<file path="src/rtl/addsub_pipelined_ripple_pkg.sv">
`default_nettype none
// ============================================================================
// Module      : addsub_pipelined_ripple_pkg
// Description : Shared constants and helpers for the chunked add/sub pipeline.
// Revision    : 1.0
// ============================================================================

// Rejects word/stage geometries that cannot be split into equal chunks.
`define ADDSUB_CHECK_DIVISIBLE(W, P) \
    if (((P) < 1) || (((W) % (P)) != 0)) begin : g_bad_geometry \
        $error("addsub: WORD_WIDTH must be divisible by PIPE_STAGES (>=1)"); \
    end

package addsub_pipelined_ripple_pkg;

    // A chunk sum plus up to two injected +1s never exceeds 2, so two bits suffice.
    localparam int CARRY_WIDTH = 2;

    function automatic int chunk_width(input int word_width, input int pipe_stages);
        return (pipe_stages > 0) ? (word_width / pipe_stages) : word_width;
    endfunction

endpackage

`default_nettype wire

</file>
<file path="src/rtl/addsub_chunk_stage.sv">
`default_nettype none
// ============================================================================
// Module      : addsub_chunk_stage
// Description : One registered CHUNK_WIDTH+2 ripple adder with 2-bit carry.
// Revision    : 1.0
// ============================================================================
module addsub_chunk_stage
    import addsub_pipelined_ripple_pkg::*;
#(
    parameter int CHUNK_WIDTH = 9
) (
    input  logic                   clk,
    input  logic                   rst,
    input  logic                   i_en,
    input  logic [CHUNK_WIDTH-1:0] i_a,
    input  logic [CHUNK_WIDTH-1:0] i_b,
    input  logic [CARRY_WIDTH-1:0] i_cin,
    output logic [CHUNK_WIDTH-1:0] o_sum,
    output logic [CARRY_WIDTH-1:0] o_carry
);

    logic [CHUNK_WIDTH+1:0] w_full;
    logic [CHUNK_WIDTH-1:0] r_sum;
    logic [CARRY_WIDTH-1:0] r_carry;

    assign w_full = {2'b00, i_a} + {2'b00, i_b} + {{CHUNK_WIDTH{1'b0}}, i_cin};

    always_ff @(posedge clk or posedge rst) begin
        if (rst) begin
            r_sum   <= '0;
            r_carry <= '0;
        end else if (i_en) begin
            r_sum   <= w_full[CHUNK_WIDTH-1:0];
            r_carry <= w_full[CHUNK_WIDTH+1:CHUNK_WIDTH];
        end
    end

    assign o_sum   = r_sum;
    assign o_carry = r_carry;

endmodule

`default_nettype wire

</file>
<file path="src/rtl/addsub_pipelined_ripple.sv">
`default_nettype none
// ============================================================================
// Module      : addsub_pipelined_ripple
// Description : (+/-A)+(+/-B) as PIPE_STAGES skewed ripple chunks with flags.
// Revision    : 1.0
// ============================================================================
module addsub_pipelined_ripple
    import addsub_pipelined_ripple_pkg::*;
#(
    parameter int WORD_WIDTH  = 36,
    parameter int PIPE_STAGES = 4
) (
    input  logic                  clock,
    input  logic                  reset,
    input  logic                  enable,
    input  logic                  in_valid,
    input  logic [WORD_WIDTH-1:0] A,
    input  logic                  A_negative,
    input  logic [WORD_WIDTH-1:0] B,
    input  logic                  B_negative,
    output logic                  out_valid,
    output logic [WORD_WIDTH-1:0] sum,
    output logic                  carry_out,
    output logic                  overflow,
    output logic                  zero,
    output logic                  negative
);

    localparam int c_CHUNK_WIDTH = chunk_width(WORD_WIDTH, PIPE_STAGES);

    `ADDSUB_CHECK_DIVISIBLE(WORD_WIDTH, PIPE_STAGES)

    logic [WORD_WIDTH-1:0]    w_a_s;
    logic [WORD_WIDTH-1:0]    w_b_s;
    logic [CARRY_WIDTH-1:0]   w_cin0;
    logic [c_CHUNK_WIDTH-1:0] w_op_a      [PIPE_STAGES];
    logic [c_CHUNK_WIDTH-1:0] w_op_b      [PIPE_STAGES];
    logic [c_CHUNK_WIDTH-1:0] w_stage_sum [PIPE_STAGES];
    logic [CARRY_WIDTH-1:0]   w_carry     [PIPE_STAGES];
    logic [WORD_WIDTH-1:0]    w_sum_aligned;
    logic [PIPE_STAGES-1:0]   r_valid;
    logic                     r_ab_msb;
    logic                     w_cout;

    assign w_a_s  = A_negative ? ~A : A;
    assign w_b_s  = B_negative ? ~B : B;
    assign w_cin0 = {1'b0, A_negative} + {1'b0, B_negative};

    for (genvar k = 0; k < PIPE_STAGES; k++) begin : g_chunk
        localparam int c_DESKEW = PIPE_STAGES - 1 - k;
        logic [CARRY_WIDTH-1:0] w_cin;

        // Chunk k waits k stages so its carry-in from chunk k-1 is ready.
        if (k == 0) begin : g_no_skew
            assign w_op_a[k] = w_a_s[c_CHUNK_WIDTH-1:0];
            assign w_op_b[k] = w_b_s[c_CHUNK_WIDTH-1:0];
            assign w_cin     = w_cin0;
        end else begin : g_skew
            logic [c_CHUNK_WIDTH-1:0] r_skew_a [k];
            logic [c_CHUNK_WIDTH-1:0] r_skew_b [k];

            always_ff @(posedge clock or posedge reset) begin
                if (reset) begin
                    for (int i = 0; i < k; i++) begin
                        r_skew_a[i] <= '0;
                        r_skew_b[i] <= '0;
                    end
                end else if (enable) begin
                    r_skew_a[0] <= w_a_s[k*c_CHUNK_WIDTH +: c_CHUNK_WIDTH];
                    r_skew_b[0] <= w_b_s[k*c_CHUNK_WIDTH +: c_CHUNK_WIDTH];
                    for (int i = 1; i < k; i++) begin
                        r_skew_a[i] <= r_skew_a[i-1];
                        r_skew_b[i] <= r_skew_b[i-1];
                    end
                end
            end

            assign w_op_a[k] = r_skew_a[k-1];
            assign w_op_b[k] = r_skew_b[k-1];
            assign w_cin     = w_carry[k-1];
        end

        addsub_chunk_stage #(
            .CHUNK_WIDTH (c_CHUNK_WIDTH)
        ) u_stage (
            .clk     (clock),
            .rst     (reset),
            .i_en    (enable),
            .i_a     (w_op_a[k]),
            .i_b     (w_op_b[k]),
            .i_cin   (w_cin),
            .o_sum   (w_stage_sum[k]),
            .o_carry (w_carry[k])
        );

        // Early chunks wait until the top chunk completes.
        if (c_DESKEW == 0) begin : g_no_deskew
            assign w_sum_aligned[k*c_CHUNK_WIDTH +: c_CHUNK_WIDTH] = w_stage_sum[k];
        end else begin : g_deskew
            logic [c_CHUNK_WIDTH-1:0] r_deskew [c_DESKEW];

            always_ff @(posedge clock or posedge reset) begin
                if (reset) begin
                    for (int i = 0; i < c_DESKEW; i++) begin
                        r_deskew[i] <= '0;
                    end
                end else if (enable) begin
                    r_deskew[0] <= w_stage_sum[k];
                    for (int i = 1; i < c_DESKEW; i++) begin
                        r_deskew[i] <= r_deskew[i-1];
                    end
                end
            end

            assign w_sum_aligned[k*c_CHUNK_WIDTH +: c_CHUNK_WIDTH] = r_deskew[c_DESKEW-1];
        end
    end

    // Operand sign bits are captured alongside the top chunk's add.
    always_ff @(posedge clock or posedge reset) begin
        if (reset) begin
            r_valid  <= '0;
            r_ab_msb <= 1'b0;
        end else if (enable) begin
            r_valid[0] <= in_valid;
            for (int i = 1; i < PIPE_STAGES; i++) begin
                r_valid[i] <= r_valid[i-1];
            end
            r_ab_msb <= w_op_a[PIPE_STAGES-1][c_CHUNK_WIDTH-1]
                      ^ w_op_b[PIPE_STAGES-1][c_CHUNK_WIDTH-1];
        end
    end

    assign w_cout = w_carry[PIPE_STAGES-1][0];

    // Result fields read as zero whenever the output slot is not valid.
    assign out_valid = r_valid[PIPE_STAGES-1];
    assign sum       = out_valid ? w_sum_aligned : '0;
    assign carry_out = out_valid & w_cout;
    assign overflow  = out_valid & (r_ab_msb ^ w_sum_aligned[WORD_WIDTH-1] ^ w_cout);
    assign zero      = out_valid & (w_sum_aligned == '0);
    assign negative  = out_valid & w_sum_aligned[WORD_WIDTH-1];

endmodule

`default_nettype wire

</file>
<file path="config.mk">
export PLATFORM = sky130hd
export DESIGN_NAME = addsub_pipelined_ripple
export DESIGN_NICKNAME = d
export VERILOG_FILES = /design/src/rtl/addsub_pipelined_ripple_pkg.sv /design/src/rtl/addsub_chunk_stage.sv /design/src/rtl/addsub_pipelined_ripple.sv
export SDC_FILE = /design/constraint.sdc
export NUM_CORES = 1
export LEC_CHECK = 0
export BUFFER_PORTS_ARGS = -buffer_cell sky130_fd_sc_hd__buf_2
export CAP_MARGIN = 20
export CORE_UTILIZATION = 30
export DETAILED_ROUTE_END_ITERATION = 12
export PLACE_DENSITY_LB_ADDON = 0.08
export SLEW_MARGIN = 25
export SYNTH_ARGS = -nofsm -noshare
export SYNTH_HDL_FRONTEND = slang
export SYNTH_SLANG_ARGS = --single-unit
</file>
<file path="constraint.sdc">
create_clock -name clock -period 7.9 [get_ports clock]
set_clock_uncertainty 0.2 [all_clocks]
set_input_delay 1.185 -clock clock [delete_from_list [all_inputs] [get_ports clock]]
set_output_delay 1.185 -clock clock [all_outputs]
set_load 0.03 [all_outputs]
</file>
==> results of run 1 <==
how the worst max path moves through the flow:
| stage | startpoint | endpoint | slack (ps) | cells after the start |
|---|---|---|---|---|
| CTS | B_negative | g_chunk[0].u_stage.o_carry[0] | 3620 | 13 |
| finish | B_negative | g_chunk[0].u_stage.o_carry[0] | 3670 | 13 |
| global placement | B_negative | g_chunk[0].u_stage.o_carry[0] | 3120 | 13 |
| global route | B_negative | g_chunk[0].u_stage.o_carry[0] | 3420 | 13 |
| detailed placement | B_negative | g_chunk[0].u_stage.o_carry[0] | 3070 | 13 |
| floorplan | reset | g_chunk[0].g_deskew.r_deskew[0] | 780 | 1 |
per-layer routing:
layer,track usage [%],vias up,share of wire (%),wire [um]
met2,19.5,117,42,9930
met3,1.77,32,3.5,821
met5,0,-,0,0
li1,-,3552,-,-
met4,3.60,0,2.5,599
met1,20.1,3417,52,12300
power by group through the flow:
stage	registers [mW]	clock network, mW	logic (mW)
5_1_grt	1.66	1.26	1.50
4_1_cts	1.62	1.21	1.37
2_1_floorplan	1.54	0	1.06
6_report	1.61	1.17	1.34
3_3_place_gp	1.63	0	1.35
3_5_place_dp	1.63	0	1.36
logic make-up (layout without fill, tap and decap cells):
kind of cell | Yosys count | in the layout | synth area share [%]
adders and majority gates | 56 | 56 | 7.11
buffers and inverters | 70 | 196 | 2.47
DFF | 210 | 210 | 48.7
muxes | 125 | 125 | 13.0
and+or+nand+nor | 224 | 224 | 10.4
xor gates and xnor gates | 115 | 115 | 9.32
AOI/OAI and AO/OA | 159 | 159 | 9.02
worst min-delay path: stages (launching register included):
cell     delay [ps]
dfrtp_1         340
nand2_1          50
o21ai_0          60
cell usage after synthesis (all sizes together), types with 2 or more instances:
master,count,area (um2)
nand4,5,31.3
a211o,4,35.0
nor3,12,60.1
xnor2,80,701
a221o,2,20.0
nand3b,5,50.1
mux2,125,1410
xor2,35,307
a211oi,3,27.5
a221oi,2,17.5
or4,3,26.3
o31ai,4,43.8
nor2,94,353
inv,24,90.1
and2,43,269
a31oi,3,18.8
a21oi,90,450
nor4,9,56.3
nand2b,2,12.5
nand3,12,60.1
nor3b,2,15.0
a2111oi,2,36.3
or2,3,18.8
a21boi,2,15.0
dfrtp,210,5260
and3,3,18.8
o21a,3,22.5
nand4b,2,17.5
clkbuf,41,154
buf,4,18.8
o21ai,20,100
ha,47,588
o21bai,3,22.5
nor2b,2,12.5
o211ai,2,15.0
nand2,24,90.1
a21o,13,97.6
fa,9,180
state kept, by name, indices dropped and copies added, names as in the netlist:
signal and cells:
g_chunk.g_deskew.r_deskew 54, r_valid 4, g_chunk.g_skew.r_skew_a 54, g_chunk.u_stage.o_carry 7, g_chunk.u_stage.o_sum 36, r_ab_msb 1, g_chunk.g_skew.r_skew_b 54
cell type report:
cell class	instances	share of cell area, %
Multi-Input combinational cell	679	41.5
Sequential cell	210	41.3
Clock buffer	40	6.25
Timing Repair Buffer	125	5.13
Tap cell	461	4.53
Inverter	25	0.797
Clock inverter	6	0.462
==> out/qor.yml, run 1 <==
status: "finished clean"
synth-seq-cells: 210
num_vias: 7118
ant_nets: 0
clk_pin_slew_ps: 60
syn_to_final_growth_pct: 17.8
syn_inst: 959
timing.setup.tns_ps: 0
comb_power_share_pct: 32.5
clockBufferDepth: 3
cp-end-kind: "flip-flop"
hold_viol_final: 0
htree_levels: 1
drc: 0
dr.first_iter.drc_count: 281
layout-drive-gt1-share_pct: 27.6
p_seq_share_pct: 39.1
worst-path-buf-inv: 3
post-route-cell-area_mm2: 0.0127
powerDensity_mw_per_mm2: 324
insertion_delay_ps: 530
ys_seq_area_share_pct: 48.7
fin_ws_ps: 3670
startpoint_type: "input port"
min_from: "g_chunk[3].g_skew.r_skew_a[9]"
min_path_cells: 2
power_mw: 4.12
regArea_mm2: 0.00526
p_switching_mw: 1.39
cts_sinks: 210
r2r-end: "g_chunk[3].u_stage.o_carry[0]"
placed_cells: 1500
reg2reg_slack_ps: 4690
reg2reg_from: "g_chunk[3].g_skew.r_skew_a[1]"
cts_root_buf: "clkbuf_16"
holdWs_ps: 287
relSlewSlack_pct: 34.0
ctsResizeCount: 0
syn_nets: 1093
fin_crit_sh_pct: 53.6
clockPowerShare_pct: 28.4
cts_tree: "built"
multi_input_area_mm2: 0.00528
netlist-cell-type-count: 54
setup_viol: 0
start_util_pct: 30.4
nFillCells: 3641
die_y_um: 192
drt-pass1-iter-count: 6
fmax_mhz: 236
netlist_area_mm2: 0.0108
holdPathEnd: "g_chunk[3].g_skew.r_skew_a[0]"
vias_per_cell: 4.60
max-cap-violations: 0
hp-class: "flip-flop to flip-flop"
swShare_pct: 33.7
grt_pass1_vias: 7133
io-pin-count: 119
avgSynthCellArea_um2: 11.3
post-route-min-period_ps: 4230
cts_buffers: 26
crit_chain: "buf_2 > buf_4 > xor2_1 > ha_1 > inv_1 > fa_1 > nand2b_1 > a2111oi_0 > a211oi_1 > and4bb_2 > nand2_1 > or4_1 > a31oi_1"
final_cell_mix: "210 x dfrtp_1, 125 x mux2_2, 117 x buf_2"
ir_drop_mv: 0.196
critPathMaxFanout: 37
holdBufCountCts: 0
rsz0062_at_grt: "false"
cpPeakStageDelay_ps: 560
rows: 69
final_util_pct: 35.8
cpMaxStageDelayCell: "buf_4"
n_antenna_cell: 0
layout_commonest_cell: "dfrtp_1"
place_area_mm2: 0.0119
power.leakage_nw: 5.43
route.final.wire_length_mm: 23.7
crit_family: "simple AND/OR/NAND/NOR gates"
async_reset_ff_share_pct: 100
grt_max_degree: 130
fin_cells: 1546
post_cts_buffers: 0
die_w_um: 192
dp_slack_ps: 3070
grt_overflow: 0
synth_edf_count: 0
ff2ff_path_depth: 11
routedWlPerCell_um: 15.3
antenna_found_initial: 0
track_usage_pct: 13.2
core_area_mm2: 0.0355
maxSlewViolCount: 0
synth-main-ff-cell: "dfrtp_1"
gp_congestion: 0.768
hpwlAfterDp_mm: 16.2
nets: 1201
portBuffers: 118
internal_power_mw: 2.73
critPathKind: "input port to flip-flop"
tightest_slew_ps: 981
ys_warn_count: 0
worstPathRequired_ps: 8140
grt_pass1_wl_mm: 38.8
crit_arrival_ps: 4470
die_area_mm2: 0.0368
Power figures use the tool's default switching activity.
==> inputs of run 2 (changes only) <==
==> constraint.sdc (replaced) <==
create_clock -name clock -period 3.5 [get_ports clock]
set_clock_uncertainty 0.2 [all_clocks]
set_input_delay 0.525 -clock clock [delete_from_list [all_inputs] [get_ports clock]]
set_output_delay 0.525 -clock clock [all_outputs]
set_load 0.03 [all_outputs]
==> run 2 against run 1 <==
Compared with the run above:
- sequential cell count unchanged
- combinational power increased by 130%
- sequential power up 130%
- cell count rose by 0.65%
- power rose by 120%
- die area stayed put
- setup slack got worse by 3300 ps
- wire length fell by 1.2%
- count of clock-buffer cells in the layout shrank 4
- hold slack worse by 240 ps
- first-iteration DRC count up 17%
- clock power up 110%
- critical endpoint is now g_chunk[1].u_stage.o_sum[8]
- largest power group unchanged
==> out/qor.yml, run 2 (synthesis gave the netlist of run 1 again) <==
status: "finished clean"
grt_pass1_wl_mm: 38.7  # -0.36%
layout_commonest_cell: "dfrtp_1"
crit_path_end: "g_chunk[1].u_stage.o_sum[8]"
worstPathRequired_ps: 3680  # -4460 ps
cts_sinks: 210  # unchanged
maxSlewViolCount: 0  # unchanged
ant_nets: 0  # unchanged
start_util_pct: 30.4  # unchanged
routedWlPerCell_um: 15.0  # -1.8%
post-route-min-period_ps: 3130
min_path_cells: 2  # unchanged
setup_viol: 0  # unchanged
ir_drop_mv: 0.354  # +80%
grt_pass1_vias: 7095  # -0.53%
core_area_mm2: 0.0355  # unchanged
die_y_um: 192  # unchanged
final_util_pct: 36.0  # +0.14 points
drc: 0  # unchanged
hpwlAfterDp_mm: 16.4  # +1.4%
clockBufferDepth: 3  # unchanged
max-cap-violations: 0  # unchanged
io-pin-count: 119  # unchanged
reg2reg_slack_ps: 370  # -4320 ps
gp_congestion: 0.748  # -2.7%
timing.setup.tns_ps: 0  # unchanged
critPathKind: "flip-flop to flip-flop"
fmax_mhz: 320
rows: 69  # unchanged
tightest_slew_ps: 868  # -113 ps
hp-class: "input port to flip-flop"
startpoint_type: "flip-flop"
powerDensity_mw_per_mm2: 713  # +120%
die_w_um: 192  # unchanged
crit_chain: "ha_1 > fa_1 > a211oi_2 > o21ai_0 > or4_4 > nand3b_4 > a2111oi_4 > xnor2_1 > a21oi_1"
ff2ff_path_depth: 9  # -2
num_vias: 7134  # +0.22%
rsz0062_at_grt: "false"
cts_root_buf: "clkbuf_16"
n_antenna_cell: 0  # unchanged
insertion_delay_ps: 520  # about the same
crit_arrival_ps: 3300  # -1170 ps
final_cell_mix: "210 x dfrtp_1, 125 x mux2_2, 117 x buf_2"
syn_to_final_growth_pct: 18.2
hold_viol_final: 0  # unchanged
largest_registers: "g_chunk.g_deskew.r_deskew x54, g_chunk.g_skew.r_skew_a x54, g_chunk.g_skew.r_skew_b x54"
htree_levels: 1  # unchanged
crit_path_start: "g_chunk[1].g_skew.r_skew_a[0]"
dr.first_iter.drc_count: 330  # +17%
clk_pin_slew_ps: 60  # about the same
die_area_mm2: 0.0368  # unchanged
layout-drive-gt1-share_pct: 28.0  # +0.39 points
critPathMaxFanout: 4  # -89%
cts_buffers: 25  # -3.8%
portBuffers: 118  # unchanged
vias_per_cell: 4.58  # -0.42%
route.final.wire_length_mm: 23.4  # -1.2%
track_usage_pct: 13.1  # -0.13 points
r2r-end: "g_chunk[1].u_stage.o_sum[8]"
reg2reg_from: "g_chunk[1].g_skew.r_skew_a[0]"
cts_tree: "built"
cp-end-kind: "flip-flop"
power.leakage_nw: 5.45  # +0.41%
ctsResizeCount: 0  # unchanged
post_cts_buffers: 0  # unchanged
nets: 1213  # +1.0%
drt-pass1-iter-count: 4  # -2
cpMaxStageDelayCell: "fa_1"
antenna_found_initial: 0  # unchanged
grt_overflow: 0  # unchanged
fin_crit_sh_pct: 89.3
cpPeakStageDelay_ps: 430  # -130 ps
relSlewSlack_pct: 41.6  # +7.6 points
grt_max_degree: 101  # -22%
## run 2: cell types whose count changed in the layout (fill, tap and decap cells not counted), sizes merged
cell / change
clkinv: +1
buf: +12
inv: -1
dlygate4sd3: +1
clkinvlp: +1
clkbuf: -4
## run 2: per-stage QoR
stage / cell area [um2] / hold slack, ps / std cells / power, mW / setup slack [ps]
global placement: 12000 / 276 / 1512 / 6.77 / 104
floorplan: 10800 / 249 / 959 / 5.88 / 14.9
detailed placement: 12000 / 283 / 1512 / 6.79 / 35.2
CTS: 12800 / 11.7 / 1556 / 9.30 / 380
finish: 12800 / 47.7 / 1556 / 9.10 / 374
global route: 12800 / 24.1 / 1556 / 9.78 / 124
## run 2: worst min path at each step
| stage | from | endpoint | slack (ps) |
|---|---|---|---|
| finish | in_valid | r_valid[0] | 50 |
| floorplan | g_chunk[3].g_skew.r_skew_a[9] | g_chunk[3].g_skew.r_skew_a[0] | 250 |
| global placement | g_chunk[3].g_skew.r_skew_a[9] | g_chunk[3].g_skew.r_skew_a[0] | 280 |
| detailed placement | g_chunk[3].g_skew.r_skew_a[9] | g_chunk[3].g_skew.r_skew_a[0] | 280 |
| CTS | in_valid | r_valid[0] | 10 |
| global route | in_valid | r_valid[0] | 20 |
## run 2: where the power goes
| part | leakage (nW) | total (mW) | internal (mW) | switching (mW) |
|---|---|---|---|---|
| Sequential | 2.38 | 3.64 | 3.15 | 0.487 |
| Clock | 0.371 | 2.41 | 1.43 | 0.987 |
| Combinational | 2.70 | 3.05 | 1.42 | 1.63 |
| Total | 5.45 | 9.10 | 6.00 | 3.10 |
## run 2: worst max-delay path: cells and delay by family (launching register included)
| family | cells | cell delay, ps |
|---|---|---|
| AOI/OAI and AO/OA | 4 | 900 |
| adders and majority gates | 2 | 680 |
| and+or+nand+nor | 2 | 610 |
| DFF | 1 | 390 |
| xor gates and xnor gates | 1 | 210 |
## run 2: layout make-up
type / count / area [um2]
Timing Repair Buffer: 138 / 803
Fill cell: 3589 / 22700
Clock buffer: 36 / 687
Sequential cell: 210 / 5260
Multi-Input combinational cell: 679 / 5290
Inverter: 25 / 97.6
Clock inverter: 7 / 63.8
Tap cell: 461 / 577
## run 2: routing by layer
metal	global-route usage (%)	part of all wire, %	up-vias
met5	0	0	-
met4	2.75	1.6	0
met3	2.12	3.5	23
met2	18.8	42	108
met1	20.4	53	3426
li1	-	-	3577
## run 2: repair_timing
item	4_1_cts	5_1_grt
endpoints found under the setup margin	0	0
hold buffers	1	0
hold endpoints to repair	19	0
==> inputs of run 3 (changes only) <==
--- a/config.mk
+++ b/config.mk
@@ -9,7 +9,8 @@
 export CAP_MARGIN = 20
 export CORE_UTILIZATION = 30
 export DETAILED_ROUTE_END_ITERATION = 12
-export PLACE_DENSITY_LB_ADDON = 0.08
+export HOLD_SLACK_MARGIN = 0.12
+export PLACE_DENSITY = 0.48
 export SLEW_MARGIN = 25
 export SYNTH_ARGS = -nofsm -noshare
 export SYNTH_HDL_FRONTEND = slang
==> run 3 against run 2 <==
Compared with the run above:
- global-route usage decreased by 0.18 points
- clock power about the same
- wire length decreased by 0.68%
- register-to-register slack about the same
- highest routed layer unchanged
- hold slack improved by 84 ps
- utilization increased by 1.3 points
- sequential share of layout area decreased by 1.4 points
- non-clock buffer count increased by 43
==> out/qor.yml, run 3 (synthesis gave the netlist of run 1 again) <==
syn_to_final_growth_pct: 22.3
dp_slack_ps: 7.36  # -27.9 ps
hp-class: "input port to flip-flop"
grt_pass1_vias: 7198  # +1.5%
vias_per_cell: 4.57  # -0.42%
critPathKind: "flip-flop to flip-flop"
cts_root_buf: "clkbuf_16"
num_vias: 7300  # +2.3%
ir_drop_mv: 0.344  # -2.8%
gp_congestion: 0.779  # +4.2%
clockBufferDepth: 3  # unchanged
n_antenna_cell: 0  # unchanged
antenna_found_initial: 0  # unchanged
cp-end-kind: "flip-flop"
grt_max_degree: 147  # +46%
timing.setup.tns_ps: 0  # unchanged
holdWs_ps: 132  # +84.2 ps
fmax_mhz: 319  # -0.25%
grt_pass1_wl_mm: 38.5  # -0.64%
hold_viol_final: 0  # unchanged
fin_crit_sh_pct: 89.5  # +0.22 points
nFillCells: 3583  # -0.17%
track_usage_pct: 12.9  # -0.18 points
max-cap-violations: 0  # unchanged
cts_sinks: 210  # unchanged
hpwlAfterDp_mm: 16.3  # -1.0%
htree_levels: 1  # unchanged
ant_nets: 0  # unchanged
die_y_um: 192  # unchanged
start_util_pct: 30.4  # unchanged
nets: 1256  # +3.5%
post-route-min-period_ps: 3130  # +7.86 ps
layout_commonest_cell: "dfrtp_1"
die_w_um: 192  # unchanged
power.leakage_nw: 5.64  # +3.4%
die_area_mm2: 0.0368  # unchanged
fin_ws_ps: 366  # -7.86 ps
dr.first_iter.drc_count: 245  # -26%
core_area_mm2: 0.0355  # unchanged
drt-pass1-iter-count: 6  # +2
insertion_delay_ps: 520  # about the same
rows: 69  # unchanged
worstPathRequired_ps: 3680  # about the same
powerDensity_mw_per_mm2: 688  # -3.5%
holdBufCountCts: 47  # +46
cts_tree: "built"
tightest_slew_ps: 834  # -34.1 ps
route.final.wire_length_mm: 23.2  # -0.68%
critPathMaxFanout: 3  # -1
routedWlPerCell_um: 14.5  # -3.3%
maxSlewViolCount: 0  # unchanged
layout-drive-gt1-share_pct: 27.2  # -0.88 points
io-pin-count: 119  # unchanged
power_mw: 9.09  # -0.19%
startpoint_type: "flip-flop"
post_cts_buffers: 0  # unchanged
relSlewSlack_pct: 43.9  # +2.3 points
rsz0062_at_grt: "false"
setup_viol: 0  # unchanged
portBuffers: 118  # unchanged
drc: 0  # unchanged
cts_buffers: 25  # unchanged
status: "finished clean"
crit_arrival_ps: 3310  # about the same
ctsResizeCount: 0  # unchanged
clk_pin_slew_ps: 60  # about the same
largest_registers: "g_chunk.g_deskew.r_deskew x54, g_chunk.g_skew.r_skew_a x54, g_chunk.g_skew.r_skew_b x54"
final_cell_mix: "210 x dfrtp_1, 125 x mux2_2, 117 x buf_2"
grt_overflow: 0  # unchanged
[run 3: changes by cell type in the layout (fill, tap and decap cells not counted), sizes merged]
| cell | before | now |
|---|---|---|
| clkbuf | 36 | 34 |
| inv | 24 | 23 |
| clkinvlp | 1 | 2 |
| bufinv | 1 | 0 |
| buf | 137 | 134 |
| clkinv | 6 | 9 |
| dlygate4sd3 | 1 | 47 |
[run 3: cell type report]
| cell class | instances | area [um2] | share of cell area (%) |
|---|---|---|---|
| timing repair buffer | 181 | 1240 | 9.39 |
| clock buffer | 34 | 709 | 5.37 |
| sequential | 210 | 5260 | 39.8 |
| tap | 461 | 577 | 4.37 |
| clock inverter | 9 | 47.5 | 0.360 |
| multi-input combinational | 679 | 5290 | 40.0 |
| inverter | 25 | 97.6 | 0.739 |
[run 3: per-layer routing]
layer	wire (um)	part of all wire (%)	track usage (%)
met1	11900	51	19.2
met2	10100	44	19.7
met3	796	3.4	2.03
met4	374	1.6	2.78
met5	0	0	0
[run 3: path summary, 6_finish.rpt]
path	startpoint	cells past startpoint	endpoint	slack, ps
setup reg to reg	g_chunk[3].g_skew.r_skew_a[1]	11	g_chunk[3].u_stage.o_carry[0]	370
hold reg to reg	g_chunk[3].g_skew.r_skew_b[9]	2	g_chunk[3].g_skew.r_skew_b[0]	290
min in group asynchronous	reset	3	g_chunk[3].g_skew.r_skew_b[22]	440
max in group asynchronous	reset	4	g_chunk[1].g_skew.r_skew_a[2]	1850
setup / recovery	g_chunk[3].g_skew.r_skew_a[1]	11	g_chunk[3].u_stage.o_carry[0]	370
hold / removal	A[23]	3	g_chunk[2].g_skew.r_skew_a[14]	130
[run 3: metrics by stage]
| step | std cells | utilization [%] | cell area (um2) |
|---|---|---|---|
| floorplan | 959 | - | 10800 |
| global placement | 1509 | 33.8 | 12000 |
| detailed placement | 1509 | 33.8 | 12000 |
| CTS | 1599 | 37.2 | 13200 |
| global route | 1599 | 37.2 | 13200 |
| finish | 1599 | 37.2 | 13200 |
[run 3: critical path, stage by stage (launching register included)]
cell and delay, ps:
dfrtp_1 400, fa_1 550, ha_1 170, inv_1 60, fa_1 400, nor2b_1 120, o21ai_0 100, a21boi_0 260
o21ai_0 140, a21boi_0 370, or4_1 170, nand3_1 70
[run 3: power by group]
group          internal (mW)  switching, mW
Clock                   1.41          0.979
Combinational           1.45           1.62
Sequential              3.15          0.477
Total                   6.01           3.08
